<file path="config.mk">
export PLATFORM = sky130hd
export DESIGN_NAME = ccff_chain_loader
export DESIGN_NICKNAME = d
export VERILOG_FILES = /design/src/rtl/ccff_chain_loader.sv
export SDC_FILE = /design/constraint.sdc
export NUM_CORES = 1
export LEC_CHECK = 0
export CORE_MARGIN = 2
export CORE_UTILIZATION = 50
export DETAILED_ROUTE_END_ITERATION = 7
export GPL_TIMING_DRIVEN = 0
export HOLD_SLACK_MARGIN = 0.12
export PLACE_DENSITY = 0.82
export SLEW_MARGIN = 30
export SYNTH_ARGS = -nofsm -noshare
export SYNTH_HDL_FRONTEND = slang
export SYNTH_SLANG_ARGS = --single-unit
</file>
<file path="constraint.sdc">
create_clock -name prog_clk -period 1.83 [get_ports prog_clk]
set_input_delay 0.2745 -clock prog_clk [delete_from_list [all_inputs] [get_ports prog_clk]]
set_output_delay 0.2745 -clock prog_clk [all_outputs]
set_load 0.01 [all_outputs]
</file>
<file path="src/rtl/ccff_chain_loader.sv">
// Configuration-chain writer: serializes handshaked bitstream words onto ccff_head, MSB first.
// Optional CRC-8 readback check over a recirculated chain: define CCFF_CHAIN_LOADER_READBACK_EN.
module ccff_chain_loader #(
  parameter int unsigned CHAIN_LEN = 2,
  parameter int unsigned WORD_W    = 8
) (
  input  logic              prog_clk,
  input  logic              prog_reset,
  input  logic              start,
  input  logic [WORD_W-1:0] cfg_data,
  input  logic              cfg_valid,
  output logic              cfg_ready,
  output logic              ccff_head,
  output logic              ccff_shift_en,
  input  logic              ccff_tail,
  output logic              busy,
  output logic              done,
  output logic              err
);

  localparam int unsigned CNT_W = $clog2(CHAIN_LEN + 1);
  localparam int unsigned IDX_W = (WORD_W > 1) ? $clog2(WORD_W) : 1;

  typedef enum logic [2:0] {
    ST_IDLE,
    ST_LOAD,
    ST_SHIFT,
    ST_DONE
`ifdef CCFF_CHAIN_LOADER_READBACK_EN
    , ST_READBACK
`endif
  } state_t;

  state_t            state_q, state_d;
  logic [CNT_W-1:0]  rem_q, rem_d;
  logic [IDX_W-1:0]  idx_q, idx_d;
  logic [WORD_W-1:0] word_q, word_d;
  logic              head_q, head_d;
  logic              shift_en_q, shift_en_d;
  logic              ready_q, ready_d;
  logic              busy_q, busy_d;
  logic              done_q, done_d;

`ifdef CCFF_CHAIN_LOADER_READBACK_EN
  logic [7:0] crc_w_q, crc_w_d;
  logic [7:0] crc_r_q, crc_r_d;
  logic       err_q, err_d;

  // Serial CRC-8, poly 0x07, MSB first
  function automatic logic [7:0] crc_step(input logic [7:0] c, input logic b);
    crc_step = {c[6:0], 1'b0} ^ (((c[7] ^ b) == 1'b1) ? 8'h07 : 8'h00);
  endfunction
`endif

  always_comb begin
    state_d = state_q;
    rem_d   = rem_q;
    idx_d   = idx_q;
    word_d  = word_q;
    head_d  = 1'b0;
`ifdef CCFF_CHAIN_LOADER_READBACK_EN
    crc_w_d = crc_w_q;
    crc_r_d = crc_r_q;
    err_d   = err_q;
`endif

    unique case (state_q)
      ST_IDLE, ST_DONE: begin
        if (start) begin
          state_d = ST_LOAD;
          rem_d   = CNT_W'(CHAIN_LEN);
`ifdef CCFF_CHAIN_LOADER_READBACK_EN
          crc_w_d = 8'h00;
          crc_r_d = 8'h00;
          err_d   = 1'b0;
`endif
        end
      end
      ST_LOAD: begin
        if (cfg_valid) begin
          word_d  = cfg_data;
          idx_d   = IDX_W'(WORD_W - 1);
          head_d  = cfg_data[WORD_W-1];
          state_d = ST_SHIFT;
        end
      end
      ST_SHIFT: begin
        rem_d = rem_q - 1'b1;
`ifdef CCFF_CHAIN_LOADER_READBACK_EN
        crc_w_d = crc_step(crc_w_q, head_q);
`endif
        // Chain length, not word boundary, ends the load; leftover word bits are dropped
        if (rem_q == CNT_W'(1)) begin
`ifdef CCFF_CHAIN_LOADER_READBACK_EN
          state_d = ST_READBACK;
          rem_d   = CNT_W'(CHAIN_LEN);
`else
          state_d = ST_DONE;
`endif
        end else if (idx_q == '0) begin
          state_d = ST_LOAD;
        end else begin
          idx_d  = idx_q - 1'b1;
          head_d = word_q[idx_d];
        end
      end
`ifdef CCFF_CHAIN_LOADER_READBACK_EN
      ST_READBACK: begin
        rem_d   = rem_q - 1'b1;
        crc_r_d = crc_step(crc_r_q, ccff_tail);
        if (rem_q == CNT_W'(1)) begin
          state_d = ST_DONE;
          err_d   = (crc_r_d != crc_w_q);
        end
      end
`endif
      default: state_d = ST_IDLE;
    endcase

    // Outputs are registered decodes of the next state
    ready_d    = (state_d == ST_LOAD);
    done_d     = (state_d == ST_DONE);
`ifdef CCFF_CHAIN_LOADER_READBACK_EN
    shift_en_d = (state_d == ST_SHIFT) || (state_d == ST_READBACK);
    busy_d     = (state_d == ST_LOAD) || (state_d == ST_SHIFT) || (state_d == ST_READBACK);
`else
    shift_en_d = (state_d == ST_SHIFT);
    busy_d     = (state_d == ST_LOAD) || (state_d == ST_SHIFT);
`endif
  end

  always_ff @(posedge prog_clk) begin
    if (prog_reset) begin
      state_q    <= ST_IDLE;
      rem_q      <= '0;
      idx_q      <= '0;
      word_q     <= '0;
      head_q     <= 1'b0;
      shift_en_q <= 1'b0;
      ready_q    <= 1'b0;
      busy_q     <= 1'b0;
      done_q     <= 1'b0;
    end else begin
      state_q    <= state_d;
      rem_q      <= rem_d;
      idx_q      <= idx_d;
      word_q     <= word_d;
      head_q     <= head_d;
      shift_en_q <= shift_en_d;
      ready_q    <= ready_d;
      busy_q     <= busy_d;
      done_q     <= done_d;
    end
  end

`ifdef CCFF_CHAIN_LOADER_READBACK_EN
  always_ff @(posedge prog_clk) begin
    if (prog_reset) begin
      crc_w_q <= 8'h00;
      crc_r_q <= 8'h00;
      err_q   <= 1'b0;
    end else begin
      crc_w_q <= crc_w_d;
      crc_r_q <= crc_r_d;
      err_q   <= err_d;
    end
  end

  // Recirculation must be zero-latency so the loop length stays CHAIN_LEN
  assign ccff_head = (state_q == ST_READBACK) ? ccff_tail : head_q;
  assign err       = err_q;
`else
  logic unused_tail;
  assign unused_tail = ccff_tail;
  assign ccff_head   = head_q;
  assign err         = 1'b0;
`endif

  assign cfg_ready     = ready_q;
  assign ccff_shift_en = shift_en_q;
  assign busy          = busy_q;
  assign done          = done_q;

endmodule

</file>
==> impl_metrics.ini, run 1 <==
[yosys]
synth_area_um2 = 993
seq_area_frac_synth_pct = 42.3
syn_avg_cell_area_um2 = 8.95
synth-seq-cells = 21
ys.warnings.count = 0
syn_inst = 111
synth.distinct_cells = 38

[timing]
finalMaxSlewViolations = 0
fin_crit_sh_pct = 91.3
fin_crit_ns = 1.67
fin_tns_setup_ns = 0
rsz0062_at_grt = no
clock_skew_ns = 0.00290
setup_viol = 0
whs_ns = 0.460
max_freq_ghz = 0.599
final_hold_viol_count = 0

[worst_hold_path]
min_from = word_q[1]
whs_endpoint = word_q[1]
min_path_type = register to register
whs_path_depth = 2

[setup_path]
path_buf_inv = 1
r2r_start = idx_q[0]
crit_slowest_cell = dfxtp_1
crit_cells = 6
worstReg2RegEnd = busy
cp_cell_sequence = inv_1 > ha_1 > nor2b_4 > a22oi_1 > a211o_2 > o31ai_1
cp_top_family = compound AO/OA/AOI/OAI gates
reg2reg_slack_ns = 0.16
cp_slowest_stage_delay_ns = 0.38
critPathArrivalTime_ns = 1.90
reg2reg_depth = 6
end_kind = register
crit_type = register to register
critPathLaunchType = register
worstPathMaxFanout = 5
required_ns = 2.06

[global_routing]
grt_pass1_wl_mm = 3.54
grt_overflow = 0
grtUsageTotal_pct = 19.2
antenna_found_initial = 0
grt_max_degree = 12
grt_pass1_vias = 799

[power]
total_power_uw = 771
p_leak_nw = 0.426
power_density_nw_per_um2 = 632
max-vdd-ir-drop_mv = 0.427

[placed_design]
io_buffers = 16
place.gp.congestion = 0.757
placed_cells = 155
hpwl_mm = 1.46

[detailed_routing]
routedWlPerCell_um = 12.6
vias = 847
final_antenna_net_count = 0
finalWirelength_mm = 2.01
first_iter_violations = 19
drc = 0
firstDrtPassIters = 4
viasPerCell = 5.33

[floorplan]
dieArea_um2 = 2360
die_x_um = 48.6
die_h_um = 48.6
initial_utilization_pct = 51.7
coreArea_um2 = 1920
num_rows = 16
top_level_ports = 19

[finish]
layout_commonest_cell = dfxtp_1
drive_gt1_share_pct = 14.4
diodes = 0
area_growth_pct = 22.9
mostFrequentLayoutCells = dfxtp_1, nand2_1, clkdlybuf4s50_1
layout.nets = 149
layout.cells.non_filler = 159

[cts]
htreeDepth = 1
clock_path_buffers = 2
clockRootBuffer = clkbuf_4
clock_latency_ns = 0.30
postCtsHoldBufs = 0
cts_made_buffers = 3
cts.sinks = 21
cts.clk_slew.worst_paths_ns = 0.11
cts_tree = yes

[run_status]
status = finished, final reports clean

[flow_run]
drv_cap = 0
==> registers in the layout (all words and copies together), names as in the netlist <==
name	count
word_q	8
idx_q	3
state_q	3
rem_q	2
busy	1
ccff_head	1
ccff_shift_en	1
cfg_ready	1
done	1
==> Yosys cell counts <==
cell	number	share of area (%)
nand4bb_2	1	1.6
inv_1	6	2.3
ha_1	3	3.8
nor3b_1	1	0.76
xnor2_1	1	0.88
nor2_1	8	3.0
o21bai_1	1	0.76
a211oi_1	2	1.5
nand2_1	20	7.6
a211o_2	1	1.0
and4bb_2	1	1.3
mux2i_1	1	1.0
a21o_1	1	0.76
buf_6	2	2.3
dfxtp_1	21	42
mux4_2	2	4.5
nand3_1	1	0.50
buf_2	1	0.50
a31oi_1	1	0.63
clkbuf_1	3	1.1
o31ai_1	1	0.76
nor2b_4	1	1.4
a211oi_2	1	1.3
or3b_4	1	1.1
conb_1	1	0.38
o21ai_0	1	0.50
o21ai_2	1	0.88
nor3_1	5	2.5
o31a_1	1	0.88
a21oi_1	11	5.5
or2_2	1	0.63
nor4_1	1	0.63
buf_4	1	0.76
o22ai_1	2	1.3
o21ai_1	1	0.50
a22oi_1	1	0.76
a2111oi_2	1	1.5
nand2b_1	1	0.63
==> kinds of logic after synthesis <==
logic type,after synthesis,share of synthesized area [%]
buffers and inverters,13,6.93
multiplexers,3,5.54
adder cells (fa/ha/maj),3,3.78
flip-flops,21,42.3
other,1,0.377
XOR/XNOR,1,0.882
AO/OA/AOI/OAI,27,18.5
AND/OR/NAND/NOR,42,21.7
==> what timing repair did <==
item | 4_1_cts | 5_1_grt
pin swaps | 0 | 0
buffers inserted | 0 | 0
resized for setup | 1 | 1
endpoints found under the setup margin | 1 | 2
==> where the power goes <==
part / switching, mW / leakage [nW] / internal, mW
sequential: 0.00554 / 0.170 / 0.464
clock: 0.136 / 0.0150 / 0.0850
combinational: 0.0356 / 0.240 / 0.0446
total: 0.177 / 0.426 / 0.594
==> per-stage QoR <==
stage	setup slack (ns)	util (%)	cell area (um^2)
6_report	0.160	63.5	1220
2_1_floorplan	0.245	-	997
5_1_grt	0.0315	63.5	1220
4_1_cts	0.118	63.3	1220
3_5_place_dp	0.0238	62.0	1190
3_3_place_gp	0.0455	62.0	1190
==> routing by layer <==
| layer | part of all wire [%] | vias up | track usage, % |
|---|---|---|---|
| met5 | 0 | - | 0 |
| met4 | 1.5 | 0 | 5.71 |
| met3 | 3.7 | 5 | 2.78 |
| met2 | 51 | 29 | 33.1 |
| met1 | 44 | 390 | 24.9 |
| li1 | - | 423 | - |
==> worst min-delay path: cells and delay by family, from the launching register on <==
family | cells | cell delay [ns]
flops | 1 | 0.33
simple gates | 1 | 0.05
compound gates | 1 | 0.05
==> final cells by class <==
| cell class | instances | area (um^2) |
|---|---|---|
| Sequential cell | 21 | 420 |
| Tap cell | 27 | 33.8 |
| Timing Repair Buffer | 16 | 160 |
| Buffer | 7 | 46.3 |
| Multi-Input combinational cell | 78 | 512 |
| Clock buffer | 4 | 26.3 |
| Fill cell | 172 | 701 |
| Inverter | 6 | 22.5 |
==> worst max path at each step <==
stage               startpoint    to  slack, ns
global route          idx_q[0]  busy       0.03
finish                idx_q[0]  busy       0.16
CTS                   idx_q[0]  busy       0.12
floorplan             idx_q[0]  busy       0.25
global placement      idx_q[0]  busy       0.05
detailed placement    idx_q[0]  busy       0.02
No activity file was read; power rests on OpenSTA's default activity.
==> run 2: changes to the inputs <==
--- a/config.mk
+++ b/config.mk
@@ -11,6 +11,8 @@
 export GPL_TIMING_DRIVEN = 0
 export HOLD_SLACK_MARGIN = 0.12
 export PLACE_DENSITY = 0.82
+export REMOVE_ABC_BUFFERS = 1
+export SETUP_SLACK_MARGIN = 0.15
 export SLEW_MARGIN = 30
 export SYNTH_ARGS = -nofsm -noshare
 export SYNTH_HDL_FRONTEND = slang
==> impl_metrics.ini, run 2 (synthesis results as in run 1) <==
[setup_path]
crit_type = register to register
critPathLaunchType = register
end_kind = register
critPathArrivalTime_ns = 1.80
worstPathMaxFanout = 4
required_ns = 2.06

[power]
switchingPower_uw = 176
max-vdd-ir-drop_mv = 0.396
p_int_uw = 590
p_seq_share_pct = 61.7
combPwrFrac_pct = 9.3
power_frac_clock_pct = 29.1
p_leak_nw = 0.403
power_density_nw_per_um2 = 648
swShare_pct = 23.0

[global_routing]
grt_pass1_vias = 767
grtUsageMet3_pct = 3.09
use_met1_pct = 21.2
busiest_layer = met2
grt_max_degree = 21
antenna_found_initial = 0
use_met2_pct = 31.0
grt_overflow = 0
grtUsageTotal_pct = 17.8
grt_pass1_wl_mm = 3.28

[detailed_routing]
final_antenna_net_count = 0
finalWirelength_mm = 1.92
viasPerCell = 5.39
drc = 0
first_iter_violations = 9
vias = 824
routedWlPerCell_um = 12.6
firstDrtPassIters = 6

[finish]
drive_gt1_share_pct = 13.5
area_growth_pct = 19.1
num-fill-cells = 174
mostFrequentLayoutCells = nand2_1, dfxtp_1, clkdlybuf4s50_1
largestRegisters = word_q (8), idx_q (3), state_q (3)
largest_reg_flops = 8
layout.nets = 143
register_area_um2 = 422
diodes = 0
multi_input_area_um2 = 512
top_register = word_q

[placed_design]
io_buffers = 16
place.gp.congestion = 0.761
pre_cts_ws_ns = 0.0277
hpwl_mm = 1.34

[floorplan]
die_x_um = 48.6
die_h_um = 48.6
dieArea_um2 = 2360
top_level_ports = 19
coreArea_um2 = 1920
num_rows = 16
initial_utilization_pct = 51.7

[cts]
clock_path_buffers = 2
htreeDepth = 1
postCtsHoldBufs = 0
cts.clk_slew.worst_paths_ns = 0.11
clock_latency_ns = 0.30
cts_made_buffers = 3
cts_tree = yes
clockRootBuffer = clkbuf_4
cts.sinks = 21

[timing]
fin_crit_sh_pct = 86.1
finalMaxSlewViolations = 0
worst_slack_ns = 0.255
fin_tns_setup_ns = 0
worstMarginPinSlew_ns = 0.732
setup_viol = 0
max_freq_ghz = 0.635
final_hold_viol_count = 0
relSlewSlack_pct = 51.1
fin_crit_ns = 1.57
rsz0062_at_grt = yes
clock_skew_ns = 0.00330

[flow_run]
drv_cap = 0

[run_status]
status = finished, final reports clean

[worst_hold_path]
min_path_type = register to register
## run 2: routing by layer
layer / part of all wire, % / vias up
met5: 0 / -
met4: 0.99 / 0
met3: 3.0 / 3
met2: 50 / 18
met1: 45 / 387
li1: - / 416
## run 2: power by group through the flow
stage | clock [mW] | combinational [mW] | sequential, mW
3_3_place_gp | 0 | 0.0670 | 0.482
4_1_cts | 0.228 | 0.0692 | 0.473
6_report | 0.223 | 0.0712 | 0.473
5_1_grt | 0.250 | 0.0776 | 0.474
2_1_floorplan | 0 | 0.0291 | 0.482
3_5_place_dp | 0 | 0.0687 | 0.483
## run 2: worst paths after layout
check / to / cells past startpoint / slack [ns] / startpoint
worst max register to register: busy / 6 / 0.26 / idx_q[0]
worst min-delay path: word_q[2] / 2 / 0.46 / word_q[2]
worst min register to register: word_q[2] / 2 / 0.46 / word_q[2]
worst max-delay path: busy / 6 / 0.26 / idx_q[0]
## run 2: metrics by stage
| step | hold WS (ns) | utilization [%] | total power, mW | cell area [um^2] | cells |
|---|---|---|---|---|---|
| floorplan | 0.339 | - | 0.511 | 951 | 105 |
| detailed placement | 0.451 | 59.6 | 0.552 | 1140 | 148 |
| CTS | 0.467 | 60.9 | 0.770 | 1170 | 152 |
| global placement | 0.443 | 59.6 | 0.549 | 1140 | 148 |
| global route | 0.485 | 61.6 | 0.802 | 1180 | 153 |
| finish | 0.463 | 61.6 | 0.767 | 1180 | 153 |
## run 2: final cells by class
class,count,share of cell area (%)
clock buffer,4,2.22
inverter,6,1.90
multi-input combinational,78,43.2
sequential,21,35.6
tap,27,2.85
timing repair buffer,17,14.2
## run 2: worst max-delay path: stages, from the launching register on
cell,delay (ns)
dfxtp_2,0.36
inv_1,0.10
ha_1,0.20
nor2b_4,0.20
a22oi_1,0.10
a211o_2,0.36
o31ai_1,0.18
## run 2: what timing repair did
| item | CTS | global route |
|---|---|---|
| endpoints found under the setup margin | 4 | 4 |
| setup buffers | 0 | 1 |
| gates resized for setup | 1 | 2 |
==> run 3: changes to the inputs <==
--- a/config.mk
+++ b/config.mk
@@ -5,6 +5,7 @@
 export SDC_FILE = /design/constraint.sdc
 export NUM_CORES = 1
 export LEC_CHECK = 0
+export CORE_ASPECT_RATIO = 0.9
 export CORE_MARGIN = 2
 export CORE_UTILIZATION = 50
 export DETAILED_ROUTE_END_ITERATION = 7
@@ -12,7 +13,7 @@
 export HOLD_SLACK_MARGIN = 0.12
 export PLACE_DENSITY = 0.82
 export REMOVE_ABC_BUFFERS = 1
-export SETUP_SLACK_MARGIN = 0.15
+export SETUP_SLACK_MARGIN = 0.4
 export SLEW_MARGIN = 30
 export SYNTH_ARGS = -nofsm -noshare
 export SYNTH_HDL_FRONTEND = slang
==> impl_metrics.ini, run 3 (synthesis results as in run 1) <==
[run_status]
status = finished, final reports clean

[worst_hold_path]
whs_endpoint = word_q[4]
min_path_type = register to register
min_from = word_q[4]
whs_path_depth = 2

[finish]
layout_commonest_cell = nand2_1
largestRegisters = word_q (8), idx_q (3), state_q (3)
register_area_um2 = 434
mostFrequentLayoutCells = nand2_1, dfxtp_1, a21oi_1
diodes = 0
num-fill-cells = 159
top_register = word_q
area_growth_pct = 30.4
largest_reg_flops = 8
layout.nets = 149
multi_input_area_um2 = 568
drive_gt1_share_pct = 25.8

[detailed_routing]
final_antenna_net_count = 0
finalWirelength_mm = 1.96
first_iter_violations = 13
drc = 0
routedWlPerCell_um = 12.5
firstDrtPassIters = 4
vias = 838
viasPerCell = 5.34

[setup_path]
required_ns = 2.01
path_buf_inv = 0
worstPathMaxFanout = 9
r2r_start = state_q[1]
crit_slowest_cell = or3b_4
cp_cell_sequence = or3b_4 > a2111oi_4 > a211oi_2
crit_type = register to register
reg2reg_depth = 3
cp_top_family = simple AND/OR/NAND/NOR gates
critPathLaunchType = register
cp_slowest_stage_delay_ns = 0.44
worstReg2RegEnd = idx_q[1]
reg2reg_slack_ns = 0.43
critPathArrivalTime_ns = 1.58
end_kind = register

[cts]
cts.sinks = 21
clock_latency_ns = 0.31
cts.clk_slew.worst_paths_ns = 0.13
clock_path_buffers = 2
cts_made_buffers = 3
clockRootBuffer = clkbuf_4
postCtsHoldBufs = 0
htreeDepth = 1
cts_tree = yes

[global_routing]
antenna_found_initial = 0
grt_pass1_wl_mm = 2.92
grt_pass1_vias = 651
grt_overflow = 0
grtUsageTotal_pct = 17.1
grt_max_degree = 21

[timing]
fin_tns_setup_ns = 0
rsz0062_at_grt = yes
setup_viol = 0
fin_crit_ns = 1.40
finalMaxSlewViolations = 0
relSlewSlack_pct = 49.9
fin_crit_sh_pct = 76.7
worstMarginPinSlew_ns = 0.750
worst_slack_ns = 0.427
max_freq_ghz = 0.713
final_hold_viol_count = 0
clock_skew_ns = 0.00692

[floorplan]
top_level_ports = 19
dieArea_um2 = 2360
die_x_um = 51.0
die_h_um = 46.3
coreArea_um2 = 1900
initial_utilization_pct = 52.4
num_rows = 15

[flow_run]
drv_cap = 0

[placed_design]
pre_cts_ws_ns = 0.0394
io_buffers = 16
place.gp.congestion = 0.782
hpwl_mm = 1.29

[power]
max-vdd-ir-drop_mv = 0.614
power_density_nw_per_um2 = 606
p_leak_nw = 0.471
[run 3: cell types whose count changed in the layout (fill, tap and decap cells not counted), sizes merged]
cell | before | now
dlygate4sd2 | 0 | 5
dlymetal6s2s | 0 | 1
buf | 1 | 7
clkinvlp | 0 | 1
clkbuf | 4 | 3
clkdlybuf4s50 | 16 | 10
[run 3: layout make-up]
| type | instances | area share [%] |
|---|---|---|
| clock inverter | 1 | 0.580 |
| multi-input combinational | 78 | 43.9 |
| timing repair buffer | 23 | 15.9 |
| inverter | 6 | 1.93 |
| clock buffer | 3 | 1.74 |
| sequential | 21 | 33.5 |
| tap | 25 | 2.42 |
[run 3: stage by stage]
step	cell area, um^2	total power [mW]	utilization, %	std cells	hold slack (ns)
2_1_floorplan	951	0.511	-	105	0.339
6_report	1290	0.784	68.3	157	0.465
3_5_place_dp	1140	0.551	60.3	146	0.447
3_3_place_gp	1140	0.549	60.3	146	0.441
5_1_grt	1290	0.816	68.3	157	0.486
4_1_cts	1220	0.783	64.4	152	0.464
[run 3: how the worst max path moves through the flow]
stage / start / end / slack (ns) / cells after the start
2_1_floorplan: idx_q[0] / busy / 0.25 / 6
3_3_place_gp: prog_reset / busy / 0.05 / 3
3_5_place_dp: idx_q[0] / busy / 0.04 / 6
4_1_cts: idx_q[0] / busy / 0.36 / 6
5_1_grt: state_q[1] / idx_q[1] / 0.38 / 3
6_report: state_q[1] / idx_q[1] / 0.43 / 3
[run 3: layer usage]
| layer | track usage (%) | up-vias | wire (um) | share of wire [%] |
|---|---|---|---|---|
| met5 | 0 | - | 0 | 0 |
| met4 | 9.73 | 0 | 23 | 1.2 |
| met3 | 1.95 | 4 | 55 | 2.8 |
| met2 | 29.6 | 18 | 979 | 50 |
| met1 | 21.1 | 389 | 906 | 46 |
| li1 | - | 427 | - | - |
[run 3: timing repair]
| action | CTS | global route |
|---|---|---|
| setup endpoints to repair | 14 | 8 |
| pin swaps | 2 | 2 |
| resized for setup | 18 | 9 |
| cloned | 0 | 0 |
| setup buffers | 2 | 5 |
[run 3: report_power, final]
part	internal, mW	switching [mW]	total (mW)
clock	0.0835	0.151	0.235
combinational	0.0453	0.0356	0.0809
sequential	0.461	0.00742	0.469
total	0.590	0.194	0.784
[run 3: worst min-delay path: stages (launching register included)]
cell	delay [ns]
dfxtp_1	0.33
nand2_1	0.05
a21oi_1	0.05
